===== src/rtl/data_mem_arbiter_if.sv =====
// Bus bundle between the two memory requesters (cpu, debug/loader) and the
// single synchronous data-memory port.
interface data_mem_arbiter_if;
    // processor requester
    logic        cpu_req;
    logic        cpu_we;
    logic [31:0] cpu_addr;
    logic [31:0] cpu_wdata;
    logic        cpu_gnt;
    logic        cpu_rvalid;
    logic [31:0] cpu_rdata;

    // debug / loader requester
    logic        dbg_req;
    logic        dbg_we;
    logic [31:0] dbg_addr;
    logic [31:0] dbg_wdata;
    logic        dbg_gnt;
    logic        dbg_rvalid;
    logic [31:0] dbg_rdata;
    logic        dbg_starved;

    // shared memory port
    logic [31:0] dAddress;
    logic        MemWrite;
    logic [31:0] dWriteData;
    logic [31:0] dReadData;

    // arbiter side
    modport slave (
        input  cpu_req, cpu_we, cpu_addr, cpu_wdata,
        output cpu_gnt, cpu_rvalid, cpu_rdata,
        input  dbg_req, dbg_we, dbg_addr, dbg_wdata,
        output dbg_gnt, dbg_rvalid, dbg_rdata, dbg_starved,
        output dAddress, MemWrite, dWriteData,
        input  dReadData
    );

    // requester / memory side
    modport master (
        output cpu_req, cpu_we, cpu_addr, cpu_wdata,
        input  cpu_gnt, cpu_rvalid, cpu_rdata,
        output dbg_req, dbg_we, dbg_addr, dbg_wdata,
        input  dbg_gnt, dbg_rvalid, dbg_rdata, dbg_starved,
        input  dAddress, MemWrite, dWriteData,
        output dReadData
    );
endinterface


===== src/rtl/data_mem_arbiter.sv =====
// Fixed-priority (cpu first) arbiter for the shared data-memory port, with a
// starvation counter that forces a debug grant after STARVE_LIMIT denials.
module data_mem_arbiter #(
    parameter int unsigned STARVE_LIMIT = 8
) (
    input  logic               clk,
    input  logic               rst,
    data_mem_arbiter_if.slave  bus
);

    localparam int unsigned CNT_W = 8;
    localparam logic [CNT_W-1:0] LIMIT = CNT_W'(STARVE_LIMIT);

    typedef enum logic [1:0] {
        OWN_NONE = 2'd0,
        OWN_CPU  = 2'd1,
        OWN_DBG  = 2'd2
    } owner_e;

    owner_e           owner_q, owner_d;
    logic [CNT_W-1:0] wait_cnt_q, wait_cnt_d;

    logic        cpu_gnt_c;
    logic        dbg_gnt_c;
    logic        starved_c;
    logic        mem_we_c;
    logic [31:0] mem_addr_c;
    logic [31:0] mem_wdata_c;
    logic        cpu_rvalid_c;
    logic        dbg_rvalid_c;

    // state register: read owner and debug starvation count
    always_ff @(posedge clk) begin
        if (rst) begin
            owner_q    <= OWN_NONE;
            wait_cnt_q <= '0;
        end else begin
            owner_q    <= owner_d;
            wait_cnt_q <= wait_cnt_d;
        end
    end

    // grant decision, memory mux and next-state
    always_comb begin
        cpu_gnt_c   = 1'b0;
        dbg_gnt_c   = 1'b0;
        mem_we_c    = 1'b0;
        mem_addr_c  = bus.cpu_addr;
        mem_wdata_c = bus.cpu_wdata;
        owner_d     = OWN_NONE;
        wait_cnt_d  = '0;
        starved_c   = !rst && (wait_cnt_q == LIMIT);

        if (!rst) begin
            if (starved_c && bus.dbg_req) begin
                dbg_gnt_c = 1'b1;
            end else if (bus.cpu_req) begin
                cpu_gnt_c = 1'b1;
            end else if (bus.dbg_req) begin
                dbg_gnt_c = 1'b1;
            end
        end

        if (dbg_gnt_c) begin
            mem_we_c    = bus.dbg_we;
            mem_addr_c  = bus.dbg_addr;
            mem_wdata_c = bus.dbg_wdata;
        end else if (cpu_gnt_c) begin
            mem_we_c    = bus.cpu_we;
        end

        // write grants return no data, so they leave no owner behind
        if (cpu_gnt_c && !bus.cpu_we) begin
            owner_d = OWN_CPU;
        end else if (dbg_gnt_c && !bus.dbg_we) begin
            owner_d = OWN_DBG;
        end

        if (bus.dbg_req && !dbg_gnt_c) begin
            wait_cnt_d = (wait_cnt_q == LIMIT) ? wait_cnt_q : wait_cnt_q + CNT_W'(1);
        end
    end

    // reset also masks a return that was in flight when it arrived
    assign cpu_rvalid_c = !rst && (owner_q == OWN_CPU);
    assign dbg_rvalid_c = !rst && (owner_q == OWN_DBG);

    assign bus.cpu_gnt     = cpu_gnt_c;
    assign bus.dbg_gnt     = dbg_gnt_c;
    assign bus.dbg_starved = starved_c;
    assign bus.MemWrite    = mem_we_c;
    assign bus.dAddress    = mem_addr_c;
    assign bus.dWriteData  = mem_wdata_c;
    assign bus.cpu_rvalid  = cpu_rvalid_c;
    assign bus.dbg_rvalid  = dbg_rvalid_c;
    assign bus.cpu_rdata   = cpu_rvalid_c ? bus.dReadData : 32'h0;
    assign bus.dbg_rdata   = dbg_rvalid_c ? bus.dReadData : 32'h0;

    a_write_needs_grant : assert property (@(posedge clk) disable iff (rst)
        bus.MemWrite |-> (cpu_gnt_c || dbg_gnt_c));
    a_one_grant : assert property (@(posedge clk) !(cpu_gnt_c && dbg_gnt_c));
    a_cnt_bound : assert property (@(posedge clk) disable iff (rst) wait_cnt_q <= LIMIT);

endmodule


===== src/flat_wrapper.sv =====
// flat-port wrapper written by rule: the top's interface ports become plain ports
module data_mem_arbiter_flat 
#(
    parameter int unsigned STARVE_LIMIT = 8
)
  (clk, rst, bus_cpu_req, bus_cpu_we, bus_cpu_addr, bus_cpu_wdata, bus_cpu_gnt, bus_cpu_rvalid, bus_cpu_rdata, bus_dbg_req, bus_dbg_we, bus_dbg_addr, bus_dbg_wdata, bus_dbg_gnt, bus_dbg_rvalid, bus_dbg_rdata, bus_dbg_starved, bus_dAddress, bus_MemWrite, bus_dWriteData, bus_dReadData);
  data_mem_arbiter_if bus_i ();
  input  logic clk;
  input  logic rst;
  input wire logic [$bits(bus_i.cpu_req)-1:0] bus_cpu_req;
  input wire logic [$bits(bus_i.cpu_we)-1:0] bus_cpu_we;
  input wire logic [$bits(bus_i.cpu_addr)-1:0] bus_cpu_addr;
  input wire logic [$bits(bus_i.cpu_wdata)-1:0] bus_cpu_wdata;
  output wire logic [$bits(bus_i.cpu_gnt)-1:0] bus_cpu_gnt;
  output wire logic [$bits(bus_i.cpu_rvalid)-1:0] bus_cpu_rvalid;
  output wire logic [$bits(bus_i.cpu_rdata)-1:0] bus_cpu_rdata;
  input wire logic [$bits(bus_i.dbg_req)-1:0] bus_dbg_req;
  input wire logic [$bits(bus_i.dbg_we)-1:0] bus_dbg_we;
  input wire logic [$bits(bus_i.dbg_addr)-1:0] bus_dbg_addr;
  input wire logic [$bits(bus_i.dbg_wdata)-1:0] bus_dbg_wdata;
  output wire logic [$bits(bus_i.dbg_gnt)-1:0] bus_dbg_gnt;
  output wire logic [$bits(bus_i.dbg_rvalid)-1:0] bus_dbg_rvalid;
  output wire logic [$bits(bus_i.dbg_rdata)-1:0] bus_dbg_rdata;
  output wire logic [$bits(bus_i.dbg_starved)-1:0] bus_dbg_starved;
  output wire logic [$bits(bus_i.dAddress)-1:0] bus_dAddress;
  output wire logic [$bits(bus_i.MemWrite)-1:0] bus_MemWrite;
  output wire logic [$bits(bus_i.dWriteData)-1:0] bus_dWriteData;
  input wire logic [$bits(bus_i.dReadData)-1:0] bus_dReadData;
  assign bus_i.cpu_req = bus_cpu_req;
  assign bus_i.cpu_we = bus_cpu_we;
  assign bus_i.cpu_addr = bus_cpu_addr;
  assign bus_i.cpu_wdata = bus_cpu_wdata;
  assign bus_cpu_gnt = bus_i.cpu_gnt;
  assign bus_cpu_rvalid = bus_i.cpu_rvalid;
  assign bus_cpu_rdata = bus_i.cpu_rdata;
  assign bus_i.dbg_req = bus_dbg_req;
  assign bus_i.dbg_we = bus_dbg_we;
  assign bus_i.dbg_addr = bus_dbg_addr;
  assign bus_i.dbg_wdata = bus_dbg_wdata;
  assign bus_dbg_gnt = bus_i.dbg_gnt;
  assign bus_dbg_rvalid = bus_i.dbg_rvalid;
  assign bus_dbg_rdata = bus_i.dbg_rdata;
  assign bus_dbg_starved = bus_i.dbg_starved;
  assign bus_dAddress = bus_i.dAddress;
  assign bus_MemWrite = bus_i.MemWrite;
  assign bus_dWriteData = bus_i.dWriteData;
  assign bus_i.dReadData = bus_dReadData;
  data_mem_arbiter #(.STARVE_LIMIT(STARVE_LIMIT)) u_core (.clk(clk), .rst(rst), .bus(bus_i));
endmodule

===== config.mk =====
export PLATFORM = sky130hd
export DESIGN_NAME = data_mem_arbiter_flat
export DESIGN_NICKNAME = d
export VERILOG_FILES = /design/src/rtl/data_mem_arbiter_if.sv /design/src/rtl/data_mem_arbiter.sv /design/src/flat_wrapper.sv
export SDC_FILE = /design/constraint.sdc
export NUM_CORES = 1
export LEC_CHECK = 0
export BUFFER_PORTS_ARGS = -buffer_cell sky130_fd_sc_hd__buf_2
export CAP_MARGIN = 10
export CORE_AREA = 3 3 116 118
export DETAILED_ROUTE_END_ITERATION = 8
export DIE_AREA = 0 0 119 121
export SLEW_MARGIN = 10
export SYNTH_ARGS = -nofsm -noshare
export SYNTH_HDL_FRONTEND = slang
export SYNTH_SLANG_ARGS = --single-unit
export TNS_END_PERCENT = 10

===== constraint.sdc =====
create_clock -name clk -period 2.8 [get_ports clk]
set_clock_uncertainty 0.2 [all_clocks]
set_input_delay 0.14 -clock clk [delete_from_list [all_inputs] [get_ports clk]]
set_output_delay 0.14 -clock clk [all_outputs]
set_load 0.005 [all_outputs]

======== Yosys cells after proc, flatten, opt, wreduce, memory -nomap -nowiden ========
Cells that the tools add are included.
word-level totals
  output and inout bits ................... 134
  input port bits ......................... 166
  register bits ........................... 10
cells by class
  $add $sub $neg .......................... 1
  eq/ne operators ......................... 3
  reduce and logical (&&, ||, !) cells .... 13
  muxes and demuxes ....................... 15
  bitwise operators ....................... 1
operators by type and width
  operator             number
  $mux 32              4
  $mux 1               10
  $add 8x1->8 const B  1
  $eq 8x4->1 const B   1
  $logic_and 1x1->1    7
  $logic_not 1->1      4
  $reduce_or 2->1      2
  $eq 2x1->1 const B   1
  $eq 2x2->1 const B   1
  $mux 2               1
  $not 1->1            1

======== Logic depth before layout (Yosys ltp) ========
  word-level depth ........................ 9
  depth in mapped cells ................... 8
  mapped depth without buffers ............ 5

======== Worst setup path after synthesis ========
No wires, ideal clock.
  path type ............................... register -> output
  start point ............................. reg u_core.wait_cnt_q[0]
  end point ............................... out bus_dAddress[25]
  cell stages (with the launch flop) ...... 9
  path slack .............................. 0.726 ns
  required time ........................... 2.460 ns
  arrival ................................. 1.734 ns
  cells stage by stage .................... dfxtp_1 -> inv_1 -> ha_1 -> or4b_1 -> clkbuf_1 -> o21a_1 -> buf_6 -> buf_6 -> o211ai_2
between the ends
  cells in the longest elaborated chain, start to end .. 6
ends and longest elaborated chain
  what                    line                    source
  from (decl)             data_mem_arbiter.sv:21  logic [CNT_W-1:0] wait_cnt_q, wait_cnt_d;
  from (signal assigned)  data_mem_arbiter.sv:39  wait_cnt_q <= wait_cnt_d;
  $eq 8x4->1              data_mem_arbiter.sv:52  starved_c = !rst && (wait_cnt_q == LIMIT);
  $logic_and 1x1->1       data_mem_arbiter.sv:52
  $logic_and 1x1->1       data_mem_arbiter.sv:55  if (starved_c && bus.dbg_req) begin
  $mux 1                  data_mem_arbiter.sv:55
  $mux 1                  data_mem_arbiter.sv:54  if (!rst) begin
  $mux 32                 data_mem_arbiter.sv:64  if (dbg_gnt_c) begin
  to (decl)               flat_wrapper.sv:25      output wire logic [$bits(bus_i.dAddress)-1:0] bus_dAddress;
Every way passes these cells.

======== Worst setup path after layout ========
  start point ............................. reg u_core.wait_cnt_q[0]
  end point ............................... out bus_MemWrite
between the ends
  cells in the longest elaborated chain, start to end .. 7
  elaborated cells between the ends (all ways) .. 9
ends and longest elaborated chain
  what                 line                    source
  $eq 8x4->1 *         data_mem_arbiter.sv:52
  $logic_and 1x1->1 *  data_mem_arbiter.sv:52
  $logic_and 1x1->1 *  data_mem_arbiter.sv:55
  $mux 1               data_mem_arbiter.sv:55
  $mux 1               data_mem_arbiter.sv:54
  $mux 1               data_mem_arbiter.sv:68  end else if (cpu_gnt_c) begin
  $mux 1 *             data_mem_arbiter.sv:64
  to (decl)            flat_wrapper.sv:26      output wire logic [$bits(bus_i.MemWrite)-1:0] bus_MemWrite;
Mark *: on every way between the ends. The rest lies on a longest branch, timed or not.

==> results_dict.tcl <==
set metrics [dict create \
    dpl.hpwl_microns 9830 \
    initial_utilization_pct 22.4 \
    cts_tree "built" \
    seq_area_frac_synth_pct 7.12 \
    crit_arrival_ns 2.15 \
    finalPower_uw 954 \
    dr.pass1.iters 5 \
    yosys_register_bits 10 \
    synth-xor-area-share_pct 0.934 \
    adder_cell_fraction_of_synth_area_pct 0.890 \
    synthDistinctLibCells 28 \
    timing.max_cap.violations 0 \
    fp.dieW_microns 119 \
    place_congestion 0.792 \
    max-vdd-ir-drop_uv 149 \
    crit_path_end_kind "output port" \
    p_leak_nw 2.15 \
    startpoint_type "register" \
    path_clk_slew_ns 0.04 \
    globalRouteOverflowTotal 0 \
    synth_warnings 0 \
    rows 41 \
    clock_insertion_delay_worst_skew_ns 0.24 \
    cp_top_family "simple AND/OR/NAND/NOR gates" \
    routed_via_count_divided_by_cell_count 4.92 \
    multiInputGateArea_sq_mm 0.00238 \
    wire_per_inst_microns 15.7 \
    req_time_crit_path_ns 2.46 \
    async_flop_share_pct 0 \
    critPathSlowestCell "sky130_fd_sc_hd__or4b_4" \
    syn_inst 436 \
    pin_count 300 \
    power_per_cell_area_mw_per_mm2 211 \
    timing_worst_setup_path_type "register to output port" \
    core_region_area_sq_mm 0.0126 \
    filler_cell_count 1370 \
    routed_wl_microns 13700 \
    antenna_found_initial 1 \
    synth_compound_gate_area_share_pct 53.5 \
    numPortBuffers 299 \
    worst-slew-pin-transition_ns 0.711 \
    final_number_of_setup_violating_endpoints 0 \
    finalCritPeriodShare_pct 89.1 \
    cts_sinks 10 \
    largest_family_of_logic_cells_by_synthesized_area "compound AO/OA/AOI/OAI gates" \
    syn_avg_cell_area_sq_um 6.45 \
    post_synth_instance_area_sq_mm 0.00281 \
    fin_tns_setup_ns 0 \
    num_antenna_cells 0 \
    number_of_buffers_on_the_longest_clock_path 2 \
    first_global_vias 3873 \
    drc 0 \
    synthSimpleGateAreaFrac_pct 27.7 \
    finalHoldViolations 0 \
    rsz_0062_raised_after_global_routing "no" \
    htree_num_levels 1 \
    synth-edff-count 0 \
    cts_inserted_buffers 3 \
    fin_nets 868 \
    die_area_sq_mm 0.0144 \
    synth_net_count 604 \
    sequential_cell_area_sq_um 200 \
    grt_use_total_pct 16.8 \
    cp_max_fo 16 \
    synth-main-ff-cell "sky130_fd_sc_hd__dfxtp_1" \
    timing.slew.headroom_pct 52.6 \
    ctsRootBufferMaster "sky130_fd_sc_hd__clkbuf_16" \
    fp.dieH_microns 121 \
    critical_path_buf_inv_count 3 \
    hold_path.class "input pin to register" \
    min_period_ns 2.49 \
    slew_viol_final 0 \
    worst_path_largest_cell_delay_ns 0.51 \
    vias 4289 \
    critical_path.cell_chain "inv_1, ha_1, or4b_4, buf_4, o311ai_0, o22ai_1, buf_2" \
    layout-drive-gt1-share_pct 50.5 \
    pin_count_of_the_biggest_net_entering_global_routing 68 \
    synth_mux_area_share_pct 0 \
    run_status "completed" \
    wire_length_of_the_first_global_routing_pass_microns 20200 \
    area_overhead_of_the_layout_relative_to_synthesis_pct 61.2 \
    ant_nets 0 \
    initialDrtViolationCount 316 \
    achievable-frequency_ghz 0.401 \
]
[cells in the mapped netlist, types with 2 or more instances]
cell type / n / area [sq um]
sky130_fd_sc_hd__and2_1: 64 / 400
sky130_fd_sc_hd__nand2_1: 68 / 255
sky130_fd_sc_hd__clkbuf_1: 44 / 165
sky130_fd_sc_hd__o21ai_0: 67 / 335
sky130_fd_sc_hd__xor2_1: 2 / 17.5
sky130_fd_sc_hd__or3_1: 3 / 18.8
sky130_fd_sc_hd__inv_1: 6 / 22.5
sky130_fd_sc_hd__o211ai_2: 30 / 375
sky130_fd_sc_hd__nor3_1: 3 / 15.0
sky130_fd_sc_hd__nor3b_1: 2 / 15.0
sky130_fd_sc_hd__ha_1: 2 / 25.0
sky130_fd_sc_hd__a21oi_1: 4 / 20.0
sky130_fd_sc_hd__dfxtp_1: 10 / 200
sky130_fd_sc_hd__nand3_1: 4 / 20.0
sky130_fd_sc_hd__nor2_1: 6 / 22.5
sky130_fd_sc_hd__buf_6: 4 / 45.0
sky130_fd_sc_hd__o211ai_1: 98 / 736
sky130_fd_sc_hd__buf_2: 9 / 45.0
[flip-flops by register name, indices dropped and copies added (netlist names)]
register and flops:
u_core.owner_q 2, u_core.wait_cnt_q 8
[path summary, 6_finish.rpt]
| check | slack, ns | from | depth (start not counted) | endpoint |
|---|---|---|---|---|
| worst max-delay path | 0.31 | u_core.wait_cnt_q[0] | 7 | bus_MemWrite |
| worst min-delay path | 0.03 | bus_dbg_req | 3 | u_core.owner_q[1] |
| worst max register to register | 0.31 | u_core.wait_cnt_q[3] | 5 | u_core.owner_q[0] |
| worst min register to register | 0.29 | u_core.wait_cnt_q[0] | 1 | u_core.wait_cnt_q[0] |
[cells by family (layout without fill, tap and decap cells)]
logic type	count (synthesis)	count (layout)
xor gates and xnor gates	3	3
and+or+nand+nor	154	154
buffers and inverters	63	325
AOI/OAI and AO/OA	204	205
adders and majority gates	2	2
DFF	10	10
[layer usage]
metal	up-vias	share of wire, %	GRT usage, %
li1	2139	-	-
met3	13	6.5	2.14
met4	0	1.4	3.55
met2	181	47	27.7
met1	1956	45	23.3
met5	-	0	0
[placed cells by master (no fill, tap or decap), drive strengths merged]
master | netlist | routed
a211oi | 1 | 1
a21oi | 4 | 4
and2 | 64 | 64
buf | 13 | 312
clkbuf | 44 | 4
dfxtp | 10 | 10
dlygate4sd3 | 0 | 3
ha | 2 | 2
inv | 6 | 6
nand2 | 68 | 68
nand3 | 4 | 4
nand4 | 1 | 1
nor2 | 6 | 6
nor2b | 1 | 1
nor3 | 3 | 3
nor3b | 2 | 2
o2111ai | 1 | 1
o211ai | 128 | 128
o21a | 1 | 2
o21ai | 67 | 67
o22ai | 1 | 1
o311ai | 1 | 1
or3 | 3 | 3
or3b | 1 | 1
or4b | 1 | 1
xnor2 | 1 | 1
xor2 | 2 | 2
[stage by stage]
step	cells	area [sq um]	util [%]	hold WS (ns)	setup WS (ns)
2_1_floorplan	436	2810	-	0.0128	0.726
3_3_place_gp	863	4390	34.9	0.125	0.302
3_5_place_dp	863	4390	34.9	0.121	0.270
4_1_cts	870	4510	35.9	0.0274	0.00412
5_1_grt	871	4530	36.1	0.0546	0.189
6_report	871	4530	36.1	0.0341	0.305
[worst register-to-register path: cells and delay by family, from the launching register on]
kind / cells / cell delay (ns)
flip-flops: 1 / 0.40
AO/OA/AOI/OAI: 1 / 0.10
buffers and inverters: 2 / 0.88
AND/OR/NAND/NOR: 2 / 0.79
[power breakdown]
part / total [mW] / switching (mW) / internal [mW]
sequential: 0.146 / 0.00165 / 0.145
clock: 0.287 / 0.0720 / 0.215
combinational: 0.521 / 0.275 / 0.246
[timing repair]
action                                 in CTS  in global routing
hold buffers                                3                  0
gates resized for setup                     0                  3
endpoints found under the hold margin       2                  0
setup endpoints to repair                   0                 66
setup buffers                               0                  0
[final cells by class]
cell class                 instances  area share [%]
sequential                        10            4.42
inverter                           6           0.497
timing repair buffer             315            35.9
clock buffer                       4            1.96
tap                              172            4.75
multi-input combinational        364            52.5
Note: power is estimated with default switching activity, not from simulation.
